File: src/rtl/counter_sched.sv
// rtl/counter_sched.sv - round-robin scheduler sharing one fsm_counter between NREQ requesters
module counter_sched #(
  parameter int NREQ = 2,
  parameter int CW   = 3,
  parameter int TMO  = 16
) (
  input  logic                 clk,
  input  logic                 rst,
  input  logic [NREQ-1:0]      req,
  input  logic [NREQ*CW-1:0]   len,
  output logic [NREQ-1:0]      gnt,
  output logic [NREQ-1:0]      done,
  output logic                 err,
  output logic [CW-1:0]        result,
  output logic                 busy,
  output logic                 cnt_start,
  output logic                 cnt_stop,
  input  logic [CW-1:0]        cnt_value
);

  localparam int GW = (NREQ > 1) ? $clog2(NREQ) : 1;
  localparam int RW = (TMO > 1) ? $clog2(TMO) : 1;

  localparam logic [2:0] IDLE  = 3'd0;
  localparam logic [2:0] START = 3'd1;
  localparam logic [2:0] RUN   = 3'd2;
  localparam logic [2:0] STOP  = 3'd3;
  localparam logic [2:0] DONE  = 3'd4;

  logic [2:0]      state;
  logic [GW-1:0]   g;
  logic [GW-1:0]   ptr;
  logic [CW-1:0]   tgt;
  logic [RW-1:0]   rc;
  logic            err_r;
  logic [NREQ-1:0] g_oh;

  logic [GW-1:0]   pick;
  logic [GW-1:0]   hi;
  logic [GW-1:0]   lo;
  logic            hi_any;
  logic [CW-1:0]   len_pick;

  // Descending scan leaves the lowest set index overall (lo) and the lowest at/after ptr (hi).
  always_comb begin
    hi     = '0;
    lo     = '0;
    hi_any = 1'b0;
    for (int i = NREQ - 1; i >= 0; i--) begin
      if (req[i]) begin
        lo = GW'(i);
        if (i >= int'(ptr)) begin
          hi     = GW'(i);
          hi_any = 1'b1;
        end
      end
    end
    pick = hi_any ? hi : lo;
  end

  always_comb begin
    len_pick = '0;
    for (int i = 0; i < NREQ; i++) begin
      if (pick == GW'(i)) len_pick = len[i*CW +: CW];
    end
  end

  assign g_oh      = {{(NREQ-1){1'b0}}, 1'b1} << g;
  assign busy      = (state != IDLE);
  assign gnt       = busy ? g_oh : '0;
  assign done      = (state == DONE) ? g_oh : '0;
  assign err       = (state == DONE) & err_r;
  assign cnt_start = (state == START);
  assign cnt_stop  = (state == STOP);

  always_ff @(posedge clk or posedge rst) begin
    if (rst) begin
      state  <= IDLE;
      g      <= '0;
      ptr    <= '0;
      tgt    <= '0;
      rc     <= '0;
      result <= '0;
      err_r  <= 1'b0;
    end else begin
      case (state)
        IDLE: begin
          if (|req) begin
            g     <= pick;
            tgt   <= len_pick;
            rc    <= '0;
            state <= START;
          end
        end
        START: state <= RUN;
        RUN: begin
          rc <= rc + 1'b1;
          // Match beats abort beats timeout when several hold in the same cycle.
          if (cnt_value == tgt) begin
            result <= cnt_value;
            err_r  <= 1'b0;
            state  <= STOP;
          end else if (!(|(req & g_oh))) begin
            result <= cnt_value;
            err_r  <= 1'b1;
            state  <= STOP;
          end else if (rc == RW'(TMO - 1)) begin
            result <= cnt_value;
            err_r  <= 1'b1;
            state  <= STOP;
          end
        end
        STOP: state <= DONE;
        DONE: begin
          ptr   <= (g == GW'(NREQ - 1)) ? '0 : g + 1'b1;
          state <= IDLE;
        end
        default: state <= IDLE;
      endcase
    end
  end

endmodule
File: config.mk
export PLATFORM = sky130hd
export DESIGN_NAME = counter_sched
export DESIGN_NICKNAME = d
export VERILOG_FILES = /design/src/rtl/counter_sched.sv
export SDC_FILE = /design/constraint.sdc
export NUM_CORES = 1
export LEC_CHECK = 0
export CORE_UTILIZATION = 40
export CTS_BUF_LIST = sky130_fd_sc_hd__clkbuf_2 sky130_fd_sc_hd__clkbuf_4 sky130_fd_sc_hd__clkbuf_8
export CTS_CLUSTER_DIAMETER = 200
export DETAILED_ROUTE_END_ITERATION = 8
export PLACE_DENSITY_LB_ADDON = 0.1
export SLEW_MARGIN = 20
export SYNTH_ARGS = -nofsm -noshare
export SYNTH_HDL_FRONTEND = slang
export SYNTH_SLANG_ARGS = --single-unit
File: constraint.sdc
create_clock -name clk -period 2.1 [get_ports clk]
set_input_delay 0.21 -clock clk [delete_from_list [all_inputs] [get_ports clk]]
set_output_delay 0.21 -clock clk [all_outputs]
set_load 0.02 [all_outputs]
# ---- Word-level counts from Yosys, hierarchy flattened
# Index checks and enable logic that the tools add are counted.
# Widths: inputs -> output; s select.
dict set report totals {
  elab_cells 55
  reg_bits 16
  out_inout_bits 11
  input_bits 13
}
dict set report classes {
  eq_ne 9
  magnitude_cmp 1
  addsub 2
  reduce_logical 9
  n_bitwise 2
  shifts 1
  n_mux 24
}
# op count
set op_table {}
lappend op_table {{$mux 3} 8}
lappend op_table {{$pmux 3 s4} 1}
lappend op_table {{$mux 1} 11}
lappend op_table {{$pmux 4 s2} 1}
lappend op_table {{$reduce_and 2->1} 4}
lappend op_table {{$eq 3x2->1 const B} 2}
lappend op_table {{$add 4x1->4 const B} 1}
lappend op_table {{$eq 4x4->1 const B} 1}
lappend op_table {{$mux 2} 2}
lappend op_table {{$mux 4} 1}
lappend op_table {{$ne 4x4->1 const B} 1}
lappend op_table {{$reduce_or 2->1} 2}
lappend op_table {{$eq 3x1->1 const B} 1}
lappend op_table {{$eq 3x3->1} 1}
lappend op_table {{$eq 3x3->1 const B} 1}
lappend op_table {{$logic_not 3->1} 1}
lappend op_table {{$ne 3x2->1 const B} 1}
lappend op_table {{$reduce_bool 3->1} 1}
lappend op_table {{$and 2x2->2} 1}
lappend op_table {{$ne 2x2->1 const B} 1}
lappend op_table {{$reduce_bool 2->1} 1}
lappend op_table {{$shl 1x1->2 const A} 1}
lappend op_table {{$add 1x1->1 const B} 1}
lappend op_table {{$and 1x1->1} 1}
lappend op_table {{$ge 1x1->1 const A} 1}

# ---- Longest topological paths before layout
# Gate-level depths: netlist of run 1.
dict set report logic_depth {
  depth_word 6
  mapped_depth 4
  mapped_depth_nobuf 4
}

# ---- Worst setup path before layout of run 1
# No wires, ideal clock.
dict set report synth_timing {
  path_type {register to register}
  startpoint {register state[1]}
  endpoint {register result[0]}
  period_less_slack_ns 1.875
  setup_ns 0.125
  required_time_ns 1.975
  stages_incl_launch_ff 5
  arrival_time_ns 1.750
  path_buffers 0
  path_slack_ns 0.225
  cell_sequence {dfrtp_1 -> or3b_1 -> or4_4 -> o21ai_2 -> mux2_2}
}
dict set report synth_via {
  elab_chain_len 2
}
# element line_no
set synth_lines {}
lappend synth_lines {{from (decl)} 30} ;# logic [2:0] state;
lappend synth_lines {{from (signal assigned)} 78} ;# state <= IDLE;
lappend synth_lines {{from (signal assigned)} 92} ;# state <= START;
lappend synth_lines {{from (signal assigned)} 95} ;# START: state <= RUN;
lappend synth_lines {{$eq 3x2->1} 86} ;# case (state)
lappend synth_lines {{$reduce_and 2->1 (no line)} -}
lappend synth_lines {{to (signal assigned)} 100} ;# result <= cnt_value;
lappend synth_lines {{to (signal assigned)} 104} ;# result <= cnt_value;
lappend synth_lines {{to (signal assigned)} 108} ;# result <= cnt_value;
lappend synth_lines {{to (decl)} 14} ;# output logic [CW-1:0] result,
# Every way passes these cells.
# A chain may end at the register's enable or synchronous reset.

# ---- Worst setup path in the final report of run 1
dict set report layout_timing {
  startpoint {register state[1]}
  endpoint {output done[1]}
}
dict set report layout_via {
  elab_chain_len 2
}
# element line_no
set layout_lines {}
lappend layout_lines {{$eq 3x3->1} 71} ;# assign done = (state == DONE) ? g_oh : '0;
lappend layout_lines {{$mux 2} 71}
lappend layout_lines {{to (decl)} 12} ;# output logic [NREQ-1:0] done,
# Every way passes these cells.

==> summary.txt, run 1 <==
core outline area -> 0.00178 mm^2
PnR Total Power -> 1.54 mW
Post-Syn Area -> 793 um^2
leak pwr -> 0.546 nW
worst-margin pin slew -> 0.610 ns
Num CTS Buffers -> 3
CP max stage cell -> clkdlybuf4s50_1
CP peak stage delay -> 0.59 ns
share of synthesized cell area in full adder, half adder and majority cells -> 1.58%
layout cell share with drive strength beyond 1 -> 13.0%
Skew-Pair Late Insertion Delay -> 0.28 ns
Synth Area in Compound Gates -> 13.4%
synthesized flop and latch total -> 16
mean post-synth cell area -> 10.0 um^2
I/O pins -> 24
Critical Path Fanout Max -> 6
largest family of logic cells by synthesized area -> simple AND/OR/NAND/NOR gates
setup slack, reg-to-reg -> 0.14 ns
GRT Total Usage -> 17.7%
Vias -> 679
final setup skew -> 0.00142 ns
worst path cell trace -> buf_4, nor2_1, and3_1, clkdlybuf4s50_1
XOR/XNOR Fraction of Synth Area -> 4.42%
final worst path period need -> 1.96 ns
Nets -> 123
synth warn -> 0
H-Tree Depth -> 1
Final ANT Viol Nets -> 0
Reg clk slew, reported paths -> 0.10 ns
reg2reg start -> state[0]$_DFFE_PP0P_
kind of critical path -> reg2out
initial antenna violation count -> 0
endpoints failing setup -> 0
Chip Width -> 46.5 um
# diodes -> 0
initial DRC count -> 17
CP Launch Type -> flop
vias in the first global route -> 633
Max VDD drop -> 617 uV
CP required -> 1.89 ns
R2R cell count -> 4
RSZ-0062 raised after global routing -> false
Final HPWL DP -> 1280 um
Synth-to-Final Area Change -> 40.7%
Hold Vio Cnt, Final -> 0
Starting Density -> 44.5%
First-pass DRT Iterations -> 3
Syn Inst Count -> 79
leading cell type in the layout, fill and taps excluded -> clkdlybuf4s50_1
Slew HR -> 59.1%
routed wire length -> 1600 um
Avg WL per Cell -> 12.0 um
# DRC -> 0
Clock Sinks -> 16
CTS tree -> yes
Rows -> 15
outcome -> finished, final reports clean
post-synthesis simple-gate area fraction -> 17.5%
die area -> 0.00217 mm^2
commonest cells after routing, fill and taps aside -> clkdlybuf4s50_1, dfrtp_1, o21ai_0
pwr dens -> 1380 mW/mm^2
Vias/cell -> 5.11
routability cong. -> 0.757
first-pass GRT wire length -> 2620 um
CP Capture Type -> output port
Final TNS setup -> 0 ns
post-synthesis sequential area ratio -> 50.5%
largest net degree at the start of global routing -> 17
WP data arrival -> 1.75 ns
overall die height -> 46.5 um
post-synthesis mux area share -> 9.31%
grt total ovfl -> 0
Port Buffers -> 23
final cycle utilization of the critical path -> 93.5%
HP Class -> in2async
net count after synthesis -> 93
maximum buffer depth of the clock tree -> 2
Synth cell types -> 25
RR Endpoint -> result[1]$_DFFE_PP0P_
maxcap violations -> 0
fmax -> 509 MHz
max-slew violations -> 0
clock root buffer -> clkbuf_4
repair_timing:
item,CTS,global route
hold buffers,0,0
buffers inserted,0,0
endpoints found under the setup margin,1,2
resized for setup,1,2
pin swaps,0,0
worst max path at each step:
| stage | start | end | slack (ns) | cells after the start |
|---|---|---|---|---|
| floorplan | state[1]$_DFFE_PP0P_ | result[0]$_DFFE_PP0P_ | 0.22 | 4 |
| global placement | state[0]$_DFFE_PP0P_ | result[1]$_DFFE_PP0P_ | 0.19 | 4 |
| detailed placement | state[0]$_DFFE_PP0P_ | result[1]$_DFFE_PP0P_ | 0.17 | 4 |
| CTS | state[1]$_DFFE_PP0P_ | gnt[1] | 0.02 | 5 |
| global route | state[1]$_DFFE_PP0P_ | done[1] | 0.03 | 4 |
| finish | state[1]$_DFFE_PP0P_ | done[1] | 0.14 | 4 |
metrics by stage:
stage	utilization (%)	worst slack, ns	hold WS, ns	area (um^2)	cells
6_report	62.6	0.136	0.286	1120	133
5_1_grt	62.6	0.0307	0.347	1120	133
4_1_cts	62.3	0.0195	0.315	1110	133
3_5_place_dp	60.0	0.166	0.480	1070	129
3_3_place_gp	60.0	0.190	0.475	1070	129
2_1_floorplan	-	0.225	0.124	793	79
flip-flops by register name, indices dropped and copies added (netlist names):
name,flops
g,1
result,3
ptr,1
err_r,1
rc,4
tgt,3
state,3
per-layer routing:
metal,GRT usage [%],vias to the layer above,routed length (um)
met1,22.3,326,705
met3,2.35,5,54
li1,-,331,-
met2,28.3,17,802
met4,10.6,0,35
met5,0,-,0
power breakdown:
| group | leakage (nW) | switching [mW] | total [mW] | internal [mW] |
|---|---|---|---|---|
| Combinational | 0.325 | 0.410 | 0.799 | 0.389 |
| Clock | 0.0210 | 0.100 | 0.206 | 0.106 |
| Sequential | 0.200 | 0.0973 | 0.536 | 0.439 |
critical path: cells and delay by family, from the launching register on:
family                 cells  cell delay [ns]
buffers and inverters      2             0.75
flip-flops                 1             0.41
AND/OR/NAND/NOR            2             0.31
kinds of logic after synthesis:
kind of cell / Yosys count
xor gates and xnor gates: 4
adders and majority gates: 1
and+or+nand+nor: 27
DFF: 16
buffers and inverters: 6
AOI/OAI and AO/OA: 18
muxes: 7
synthesized netlist by cell type:
| library cell | count | share of area, % |
|---|---|---|
| a21o_1 | 2 | 1.9 |
| a31oi_1 | 1 | 0.79 |
| and2_1 | 2 | 1.6 |
| and3_1 | 2 | 1.6 |
| buf_4 | 1 | 0.95 |
| dfrtp_1 | 16 | 50 |
| ha_1 | 1 | 1.6 |
| inv_1 | 5 | 2.4 |
| mux2_2 | 3 | 4.3 |
| mux2i_1 | 4 | 5.0 |
| nand2_1 | 5 | 2.4 |
| nand2b_1 | 1 | 0.79 |
| nand3_1 | 3 | 1.9 |
| nor2_1 | 8 | 3.8 |
| nor3_1 | 2 | 1.3 |
| nor3b_1 | 1 | 0.95 |
| o21a_1 | 1 | 0.95 |
| o21ai_0 | 10 | 6.3 |
| o21ai_1 | 2 | 1.3 |
| o21ai_2 | 1 | 1.1 |
| o311ai_0 | 1 | 1.1 |
| or2_2 | 1 | 0.79 |
| or3b_1 | 1 | 1.1 |
| or4_4 | 1 | 1.4 |
| xor2_1 | 4 | 4.4 |
layout make-up:
class	instances	area [um^2]
repair buffers	26	258
flip-flops and latches	16	400
multi-input cells	57	372
well taps	25	31.3
clock buffers	4	36.3
inverters	5	18.8
fillers	158	667
Power figures use the tool's default switching activity.
==> run 2, diff against run 1 <==
--- a/config.mk
+++ b/config.mk
@@ -5,6 +5,7 @@
 export SDC_FILE = /design/constraint.sdc
 export NUM_CORES = 1
 export LEC_CHECK = 0
+export CAP_MARGIN = 5
 export CORE_UTILIZATION = 40
 export CTS_BUF_LIST = sky130_fd_sc_hd__clkbuf_2 sky130_fd_sc_hd__clkbuf_4 sky130_fd_sc_hd__clkbuf_8
 export CTS_CLUSTER_DIAMETER = 200
==> results of run 2 <==
Same layout as run 1: the final DEF is identical, and so are final timing and power.
==> run 3, diff against run 2 <==
--- a/config.mk
+++ b/config.mk
@@ -5,7 +5,6 @@
 export SDC_FILE = /design/constraint.sdc
 export NUM_CORES = 1
 export LEC_CHECK = 0
-export CAP_MARGIN = 5
 export CORE_UTILIZATION = 40
 export CTS_BUF_LIST = sky130_fd_sc_hd__clkbuf_2 sky130_fd_sc_hd__clkbuf_4 sky130_fd_sc_hd__clkbuf_8
 export CTS_CLUSTER_DIAMETER = 200
==> results of run 3 <==
Same layout as run 1: the final DEF is identical, and so are final timing and power.
